<file path="src/rtl/microwave_ctrl_pkg.sv">
// Shared definitions for the microwave timer sequencer: state encodings and BCD helpers.
// The display mux imports the same state encodings.
package microwave_ctrl_pkg;

    typedef enum logic [2:0] {
        StIdle  = 3'd0,
        StEntry = 3'd1,
        StCook  = 3'd2,
        StPause = 3'd3,
        StDone  = 3'd4
    } state_t;

    localparam logic [3:0] BCD_MAX = 4'd9;

    function automatic logic is_bcd(input logic [3:0] code);
        return code <= BCD_MAX;
    endfunction

endpackage

</file>
<file path="src/rtl/microwave_ctrl_if.sv">
// Keypad/door/prescaler inputs and timer/magnetron outputs of the microwave sequencer.
// The slave modport is the controller; the master modport drives its inputs.
interface microwave_ctrl_if;

    logic       key_valid;
    logic [3:0] key_code;
    logic       start;
    logic       stop;
    logic       clear;
    logic       door_closed;
    logic       tick;
    logic       timer_zero;

    logic       timer_loadn;
    logic       timer_clrn;
    logic       timer_enn;
    logic [3:0] timer_data;
    logic       mag_on;
    logic       done_alarm;
    logic [2:0] state_o;

    modport master (
        output key_valid, key_code, start, stop, clear, door_closed, tick, timer_zero,
        input  timer_loadn, timer_clrn, timer_enn, timer_data, mag_on, done_alarm, state_o
    );

    modport slave (
        input  key_valid, key_code, start, stop, clear, door_closed, tick, timer_zero,
        output timer_loadn, timer_clrn, timer_enn, timer_data, mag_on, done_alarm, state_o
    );

endinterface

</file>
<file path="src/rtl/microwave_ctrl.sv">
// Sequencing FSM for the 3-digit BCD countdown timer: digit entry, cook/pause/abort,
// 1 Hz decrement gating, magnetron enable and end-of-cook alarm. All outputs registered.
module microwave_ctrl
    import microwave_ctrl_pkg::*;
#(
    parameter int unsigned MAX_DIGITS = 3,
    parameter int unsigned BEEP_TICKS = 3
) (
    input logic             clk,
    input logic             clr,
    microwave_ctrl_if.slave bus
);

    localparam int unsigned CntW  = $clog2(MAX_DIGITS + 1);
    localparam int unsigned BeepW = $clog2(BEEP_TICKS + 1);

    state_t             state_q, state_d;
    logic [CntW-1:0]    digit_cnt_q, digit_cnt_d;
    logic [BeepW-1:0]   beep_cnt_q, beep_cnt_d;
    logic               loadn_q, loadn_d;
    logic               clrn_q, clrn_d;
    logic               enn_q, enn_d;
    logic [3:0]         data_q, data_d;
    logic               mag_on_q, mag_on_d;
    logic               alarm_q, alarm_d;
    logic               key_ok;

    assign key_ok = bus.key_valid && is_bcd(bus.key_code);

    // Each branch chain follows the event priority: clear > stop > door > zero > start > key > tick.
    always_comb begin
        state_d     = state_q;
        digit_cnt_d = digit_cnt_q;
        beep_cnt_d  = beep_cnt_q;
        loadn_d     = 1'b1;
        clrn_d      = 1'b1;
        enn_d       = 1'b1;
        data_d      = data_q;

        unique case (state_q)
            StIdle: begin
                if (bus.clear) begin
                    clrn_d = 1'b0;
                end else if (key_ok) begin
                    loadn_d     = 1'b0;
                    data_d      = bus.key_code;
                    digit_cnt_d = CntW'(1);
                    state_d     = StEntry;
                end
            end
            StEntry: begin
                if (bus.clear || bus.stop) begin
                    clrn_d  = 1'b0;
                    state_d = StIdle;
                end else if (bus.start) begin
                    if (bus.door_closed && !bus.timer_zero) begin
                        state_d = StCook;
                    end
                end else if (key_ok && (digit_cnt_q < CntW'(MAX_DIGITS))) begin
                    loadn_d     = 1'b0;
                    data_d      = bus.key_code;
                    digit_cnt_d = digit_cnt_q + CntW'(1);
                end
            end
            StCook: begin
                if (bus.clear) begin
                    clrn_d  = 1'b0;
                    state_d = StIdle;
                end else if (bus.stop || !bus.door_closed) begin
                    state_d = StPause;
                end else if (bus.timer_zero) begin
                    // Never decrement at 0:00, so the timer cannot wrap to 9:59.
                    state_d    = StDone;
                    beep_cnt_d = '0;
                end else if (bus.tick) begin
                    enn_d = 1'b0;
                end
            end
            StPause: begin
                if (bus.clear || bus.stop) begin
                    clrn_d  = 1'b0;
                    state_d = StIdle;
                end else if (bus.start && bus.door_closed) begin
                    state_d = StCook;
                end
            end
            StDone: begin
                if (bus.clear) begin
                    clrn_d  = 1'b0;
                    state_d = StIdle;
                end else if (bus.stop || bus.start || bus.key_valid) begin
                    state_d = StIdle;
                end else if (bus.tick) begin
                    if (beep_cnt_q == BeepW'(BEEP_TICKS - 1)) begin
                        state_d = StIdle;
                    end else begin
                        beep_cnt_d = beep_cnt_q + BeepW'(1);
                    end
                end
            end
            default: begin
                state_d = StIdle;
            end
        endcase

        if (state_d == StIdle) begin
            digit_cnt_d = '0;
            beep_cnt_d  = '0;
        end

        mag_on_d = (state_d == StCook);
        alarm_d  = (state_d == StDone);
    end

    always_ff @(posedge clk) begin
        if (clr) begin
            state_q     <= StIdle;
            digit_cnt_q <= '0;
            beep_cnt_q  <= '0;
            loadn_q     <= 1'b1;
            clrn_q      <= 1'b0;
            enn_q       <= 1'b1;
            data_q      <= 4'd0;
            mag_on_q    <= 1'b0;
            alarm_q     <= 1'b0;
        end else begin
            state_q     <= state_d;
            digit_cnt_q <= digit_cnt_d;
            beep_cnt_q  <= beep_cnt_d;
            loadn_q     <= loadn_d;
            clrn_q      <= clrn_d;
            enn_q       <= enn_d;
            data_q      <= data_d;
            mag_on_q    <= mag_on_d;
            alarm_q     <= alarm_d;
        end
    end

    assign bus.timer_loadn = loadn_q;
    assign bus.timer_clrn  = clrn_q;
    assign bus.timer_enn   = enn_q;
    assign bus.timer_data  = data_q;
    assign bus.mag_on      = mag_on_q;
    assign bus.done_alarm  = alarm_q;
    assign bus.state_o     = state_q;

endmodule
</file>
<file path="src/flat_wrapper.sv">
// flat-port wrapper written by rule: the top's interface ports become plain ports
module microwave_ctrl_flat import microwave_ctrl_pkg::*;
#(
    parameter int unsigned MAX_DIGITS = 3,
    parameter int unsigned BEEP_TICKS = 3
)
  (clk, clr, bus_key_valid, bus_key_code, bus_start, bus_stop, bus_clear, bus_door_closed, bus_tick, bus_timer_zero, bus_timer_loadn, bus_timer_clrn, bus_timer_enn, bus_timer_data, bus_mag_on, bus_done_alarm, bus_state_o);
  microwave_ctrl_if bus_i ();
  input logic clk;
  input logic clr;
  input wire logic [$bits(bus_i.key_valid)-1:0] bus_key_valid;
  input wire logic [$bits(bus_i.key_code)-1:0] bus_key_code;
  input wire logic [$bits(bus_i.start)-1:0] bus_start;
  input wire logic [$bits(bus_i.stop)-1:0] bus_stop;
  input wire logic [$bits(bus_i.clear)-1:0] bus_clear;
  input wire logic [$bits(bus_i.door_closed)-1:0] bus_door_closed;
  input wire logic [$bits(bus_i.tick)-1:0] bus_tick;
  input wire logic [$bits(bus_i.timer_zero)-1:0] bus_timer_zero;
  output wire logic [$bits(bus_i.timer_loadn)-1:0] bus_timer_loadn;
  output wire logic [$bits(bus_i.timer_clrn)-1:0] bus_timer_clrn;
  output wire logic [$bits(bus_i.timer_enn)-1:0] bus_timer_enn;
  output wire logic [$bits(bus_i.timer_data)-1:0] bus_timer_data;
  output wire logic [$bits(bus_i.mag_on)-1:0] bus_mag_on;
  output wire logic [$bits(bus_i.done_alarm)-1:0] bus_done_alarm;
  output wire logic [$bits(bus_i.state_o)-1:0] bus_state_o;
  assign bus_i.key_valid = bus_key_valid;
  assign bus_i.key_code = bus_key_code;
  assign bus_i.start = bus_start;
  assign bus_i.stop = bus_stop;
  assign bus_i.clear = bus_clear;
  assign bus_i.door_closed = bus_door_closed;
  assign bus_i.tick = bus_tick;
  assign bus_i.timer_zero = bus_timer_zero;
  assign bus_timer_loadn = bus_i.timer_loadn;
  assign bus_timer_clrn = bus_i.timer_clrn;
  assign bus_timer_enn = bus_i.timer_enn;
  assign bus_timer_data = bus_i.timer_data;
  assign bus_mag_on = bus_i.mag_on;
  assign bus_done_alarm = bus_i.done_alarm;
  assign bus_state_o = bus_i.state_o;
  microwave_ctrl #(.MAX_DIGITS(MAX_DIGITS), .BEEP_TICKS(BEEP_TICKS)) u_core (.clk(clk), .clr(clr), .bus(bus_i));
endmodule
</file>
<file path="config.mk">
export PLATFORM = sky130hd
export DESIGN_NAME = microwave_ctrl_flat
export DESIGN_NICKNAME = d
export VERILOG_FILES = /design/src/rtl/microwave_ctrl_pkg.sv /design/src/rtl/microwave_ctrl_if.sv /design/src/rtl/microwave_ctrl.sv /design/src/flat_wrapper.sv
export SDC_FILE = /design/constraint.sdc
export NUM_CORES = 1
export LEC_CHECK = 0
export ABC_CLOCK_PERIOD_IN_PS = 4450
export CORE_MARGIN = 4
export CORE_UTILIZATION = 49
export DETAILED_ROUTE_END_ITERATION = 10
export GPL_TIMING_DRIVEN = 0
export HOLD_SLACK_MARGIN = 0.02
export PLACE_DENSITY = 0.82
export SYNTH_ARGS = -nofsm -noshare
export SYNTH_HDL_FRONTEND = slang
export SYNTH_SLANG_ARGS = --single-unit
</file>
<file path="constraint.sdc">
create_clock -name clk -period 4.45 [get_ports clk]
set_input_delay 1.1125 -clock clk [delete_from_list [all_inputs] [get_ports clk]]
set_output_delay 1.1125 -clock clk [all_outputs]
set_load 0.01 [all_outputs]
</file>
=== Yosys cells after proc, flatten, opt, wreduce, memory -nomap -nowiden ===
Cells that the tools add are included.

* Flip-flop bits (word level): 16
* Output and inout bits: 12
* Word-level logic and storage cells: 98

* $add $sub $neg: 2
* $lt $le $gt $ge: 2
* Eq/ne operators: 19
* Mux-type cells: 45
* Bitwise operators: 1
* Reduce and logical (&&, ||, !) cells: 20

{| class="wikitable"
|+ Operators with widths
! operator !! number
|-
| 3-bit two-way mux || 14
|-
| 2-bit two-way mux || 12
|-
| 4-bit two-way mux || 5
|-
| 2-bit inequality test, second input constant || 10
|-
| 3-bit case mux with 5 select lines || 1
|-
| 3-bit by 2-bit equality test with 1-bit output, second input constant || 3
|-
| 1-bit two-way mux || 8
|-
| 2-bit case mux with 2 select lines || 2
|-
| 4-bit case mux with 2 select lines || 1
|-
| 8-bit AND reduction || 1
|-
| 3-bit equality test, second input constant || 2
|-
| 3-bit zero test || 2
|-
| 6-bit AND reduction || 1
|-
| 5-bit OR reduction || 1
|-
| 2-bit by 1-bit adder with 2-bit output, second input constant || 2
|-
| 4-bit less-or-equal comparator, second input constant || 1
|-
| 1-bit logical AND || 4
|-
| 1-bit logical OR || 4
|-
| 2-bit by 1-bit inequality test with 1-bit output, second input constant || 2
|-
| 1-bit case mux with 2 select lines || 2
|-
| 2-bit nonzero test || 2
|-
| 2-bit OR reduction || 2
|-
| 3-bit by 1-bit equality test with 1-bit output, second input constant || 1
|-
| 3-bit OR reduction || 1
|-
| other kinds (4) || 5
|}

=== Longest topological paths before layout ===
* Depth in word-level cells: 8
* Depth in mapped cells: 7

=== Worst setup path after synthesis ===
Ideal clock, no wire load.

* Path type: input-to-reg
* Start: input bus_stop
* End: register u_core.digit_cnt_q[0]
* Library setup time: 0.088 ns
* Arrival: 2.295 ns
* Slack: 2.067 ns
* Cell stages on the path: 4
* Cell sequence: or4b_4 nor3_2 o2111ai_2 a311oi_2

* Word-level cells in the longest chain between the ends: 7
* Elaborated cells on any way between the ends: 15

{| class="wikitable"
|+ RTL lines
! item !! line !! text
|-
| from (decl) || flat_wrapper.sv:14 || <nowiki>input wire logic [$bits(bus_i.stop)-1:0] bus_stop;</nowiki>
|-
| 1-bit logical OR (2 in a row) || microwave_ctrl.sv:91 || <nowiki>end else if (bus.stop || bus.start || bus.key_valid) begin</nowiki>
|-
| 3-bit two-way mux || microwave_ctrl.sv:91 ||
|-
| 3-bit two-way mux || microwave_ctrl.sv:88 || <nowiki>if (bus.clear) begin</nowiki>
|-
| 3-bit case mux with 5 select lines || microwave_ctrl.sv:40 || <nowiki>unique case (state_q)</nowiki>
|-
| 3-bit zero test || microwave_ctrl.sv:106 || <nowiki>if (state_d == StIdle) begin</nowiki>
|-
| 2-bit OR reduction (no line) || - ||
|-
| to (signal assigned) || microwave_ctrl.sv:128 || <nowiki>digit_cnt_q <= digit_cnt_d;</nowiki>
|-
| to (decl) || microwave_ctrl.sv:18 || <nowiki>logic [CntW-1:0] digit_cnt_q, digit_cnt_d;</nowiki>
|}

Parallel ways exist; a longest one is shown, timed or not.
A chain may end at the register's enable or synchronous reset.

=== Worst setup path in the final report ===
* Start: input bus_clear
* End: register u_core.digit_cnt_q[0]

* Word-level cells in the longest chain between the ends: 5
* Elaborated cells on any way between the ends: 12

{| class="wikitable"
|+ RTL lines
! item !! line !! text
|-
| from (decl) || flat_wrapper.sv:15 || <nowiki>input wire logic [$bits(bus_i.clear)-1:0] bus_clear;</nowiki>
|-
| 1-bit logical OR || microwave_ctrl.sv:52, microwave_ctrl.sv:80 ||
|-
| 3-bit two-way mux, on equally long branches || microwave_ctrl.sv:80, microwave_ctrl.sv:52 ||
|-
| 3-bit case mux with 5 select lines || microwave_ctrl.sv:40 ||
|-
| 3-bit zero test || microwave_ctrl.sv:106 ||
|-
| 2-bit OR reduction (no line) || - ||
|}

Parallel ways exist; a longest one is shown, timed or not.

==> flow_summary_export.csv <==
group,metric,value,unit
run_status,status,"complete, no violations",
logic_synthesis,seq_area_frac_synth,36.62,%
clock_network,cts.repair.resized,0,
route,vias_per_cell,5.611,
clock_network,cts_buffers,3,
sta,slew_viol_final,0,
finish,final_common_cell,"clkdlybuf4s50_1",
route,routed_wl,2034,um
sta,finalCriticalPeriod,2874,ps
worst_setup_path,r2r_cells,5,
finish,finalNetCount,141,
clock_network,cts_setup_buffers,0,
worst_setup_path,critPathLaunch,"bus_clear",
global_route,grt_max_degree,11,
clock_network,cts_root_buf,"clkbuf_4",
clock_network,cts_tree,"built",
die,num_rows,15,
sta,slew_headroom,44.47,%
sta,finClkSkew,1.844,ps
clock_network,ctsHoldBuffers,0,
worst_setup_path,cp-end-kind,"register",
die,die_area,2525,sq um
finish,drive_gt1_share,12.10,%
finish,num-fill-cells,153,
job,cap_violations,0,
place,portBuffers,23,
finish,multi_input_area,499.2,sq um
place,place_inst,146,
clock_network,htree_levels,1,
place,placed_area,1136,sq um
worst_setup_path,r2r_end,"u_core.digit_cnt_q[0]",
global_route,grt_pass1_wl,3332,um
logic_synthesis,yosysUniqueCellTypes,35,
die,ios,25,
logic_synthesis,synth.avg_cell_area,8.924,sq um
worst_setup_path,worstPathArrival,2990,ps
finish,most-common-layout-cells,"23 x clkdlybuf4s50_1, 16 x dfxtp_1, 9 x o21ai_0, 9 x a21oi_1, 7 x nand3_1",
worst_setup_path,r2r_slack,2450,ps
sta,tightest_slew,825.9,ps
sta,rsz0062_at_grt,"no",
logic_synthesis,yosysWarnings,0,
logic_synthesis,synthesis.nets,113,
finish,final_area,1159,sq um
pwr,irDropWorstVdd,0.2068,mV
route,drc_errors,0,
clock_network,path_clk_slew,70,ps
die,core_area,1708,sq um
finish,antennaDiodeCount,0,
hold_path,hp-class,"register to register",
sta,finalSetupViolCount,0,
route,post_drt_wl_per_cell,13.65,um
sta,fmax,347.9,MHz
finish,regArea,320.3,sq um
pwr,leakage,0.4277,nW
die,start_util,51.21,%
global_route,track_usage,17.19,%
route,drt-pass1-iter-count,4,
sta,layout_worst_path_cycle_share,64.59,%
clock_network,clock_latency,280,ps
worst_setup_path,timing.rr.start,"u_core.bus.state_o[1]",
pwr,power_density,223.9,nW/um^2
logic_synthesis,syn_inst,98,
route,antenna_left,0,
worst_setup_path,cp_max_fo,8,
finish,finalNonFillerCells,149,
logic_synthesis,synth-seq-cells,16,
clock_network,clock_path_buffers,2,
worst_setup_path,crit_end,"u_core.digit_cnt_q[0]",
sta,finalHoldWorstSlack,478.5,ps
die,die_h,50.25,um
global_route,antenna_found_initial,0,
logic_synthesis,synth-edff-count,0,
die,dieWidth,50.25,um
logic_synthesis,async_reset_ff_share,0,%
worst_setup_path,critPathRequiredTime,4570,ps
sta,tns,0,ps
logic_synthesis,synth_area,874.6,sq um
route,vias,836,
logic_synthesis,ys.flop_type,"dfxtp_1",
global_route,grt-ovfl-total,0,
place,gp_congestion,0.8686,
route,drt_iter0_drc,27,
sta,hold_violations,0,
global_route,first_global_vias,776,
place,hpwl,1614,um
worst_setup_path,crit_type,"primary input to register",
clock_network,clock_sinks,16,
pwr,finalPower,0.2595,mW
finish,area_growth,32.47,%
worst_setup_path,start_kind,"primary input",
[final cells by class]
cell class                      count  share of cell area (%)
Buffer                              5                   2.808
Tap cell                           25                   2.700
Multi-Input combinational cell     71                   43.09
Clock buffer                        3                   1.944
Timing Repair Buffer               23                   19.87
Sequential cell                    16                   27.65
Inverter                            6                   1.944
[cells in the mapped netlist (2+ instances only)]
| cell | n | area, sq um |
|---|---|---|
| nand2_1 | 4 | 15.01 |
| nor2b_1 | 3 | 18.77 |
| inv_1 | 6 | 22.52 |
| nand3_1 | 7 | 35.03 |
| dfxtp_1 | 16 | 320.3 |
| nor3_1 | 4 | 20.02 |
| ha_1 | 2 | 25.02 |
| nor3b_1 | 2 | 15.01 |
| buf_2 | 2 | 10.01 |
| or3_1 | 4 | 25.02 |
| o21ai_0 | 9 | 45.04 |
| a21oi_1 | 9 | 45.04 |
| nor2_1 | 3 | 11.26 |
| nand3b_1 | 3 | 22.52 |
| a32oi_1 | 4 | 35.03 |
[flip-flops by register name, indices dropped and copies added, names as in the netlist, 2 cells and up]
name                   count
u_core.bus.timer_data      4
u_core.digit_cnt_q         2
u_core.bus.state_o         3
u_core.beep_cnt_q          2
[cell families after synthesis]
logic type	Yosys count	synth area share, %
AOI/OAI and AO/OA	30	24.75
adders and majority gates	2	2.861
buffers and inverters	11	6.294
DFF	16	36.62
and+or+nand+nor	39	29.47
[through the flow]
| step | utilization, % | setup WS, ps |
|---|---|---|
| global placement | 66.52 | 1357 |
| detailed placement | 66.52 | 1269 |
| CTS | 67.84 | 1568 |
| finish | 67.84 | 1576 |
| floorplan | - | 2067 |
| global route | 67.84 | 1489 |
[worst max-delay path, cell delays in order]
cell,delay (ps)
clkdlybuf4s50_1,620
or3_1,250
nor3b_1,90
o31ai_1,710
a311oi_2,200
[per-layer routing]
layer / up-vias / share of wire [%] / GRT usage, %
met5: - / 0 / 0
met2: 20 / 49 / 28.91
met3: 5 / 5.6 / 6.231
li1: 421 / - / -
met4: 0 / 1.1 / 5.069
met1: 390 / 44 / 20.22
[where the power goes]
part           total [mW]  switching [mW]  internal (mW)
Sequential          0.147         0.00108          0.146
Combinational      0.0429          0.0216         0.0213
Clock              0.0698          0.0383         0.0315
[worst min-delay path by stage]
| stage | cells past startpoint | slack, ps | start | endpoint |
|---|---|---|---|---|
| after floorplan | 2 | 440 | u_core.beep_cnt_q[0] | u_core.beep_cnt_q[0] |
| after global placement | 2 | 460 | u_core.beep_cnt_q[0] | u_core.beep_cnt_q[0] |
| after detailed placement | 2 | 470 | u_core.bus.timer_data[3] | u_core.bus.timer_data[3] |
| after CTS | 2 | 480 | u_core.bus.timer_data[3] | u_core.bus.timer_data[3] |
| after global routing | 2 | 510 | u_core.beep_cnt_q[1] | u_core.beep_cnt_q[1] |
| final | 2 | 480 | u_core.bus.timer_data[3] | u_core.bus.timer_data[3] |
(Power assumes the default switching activity.)
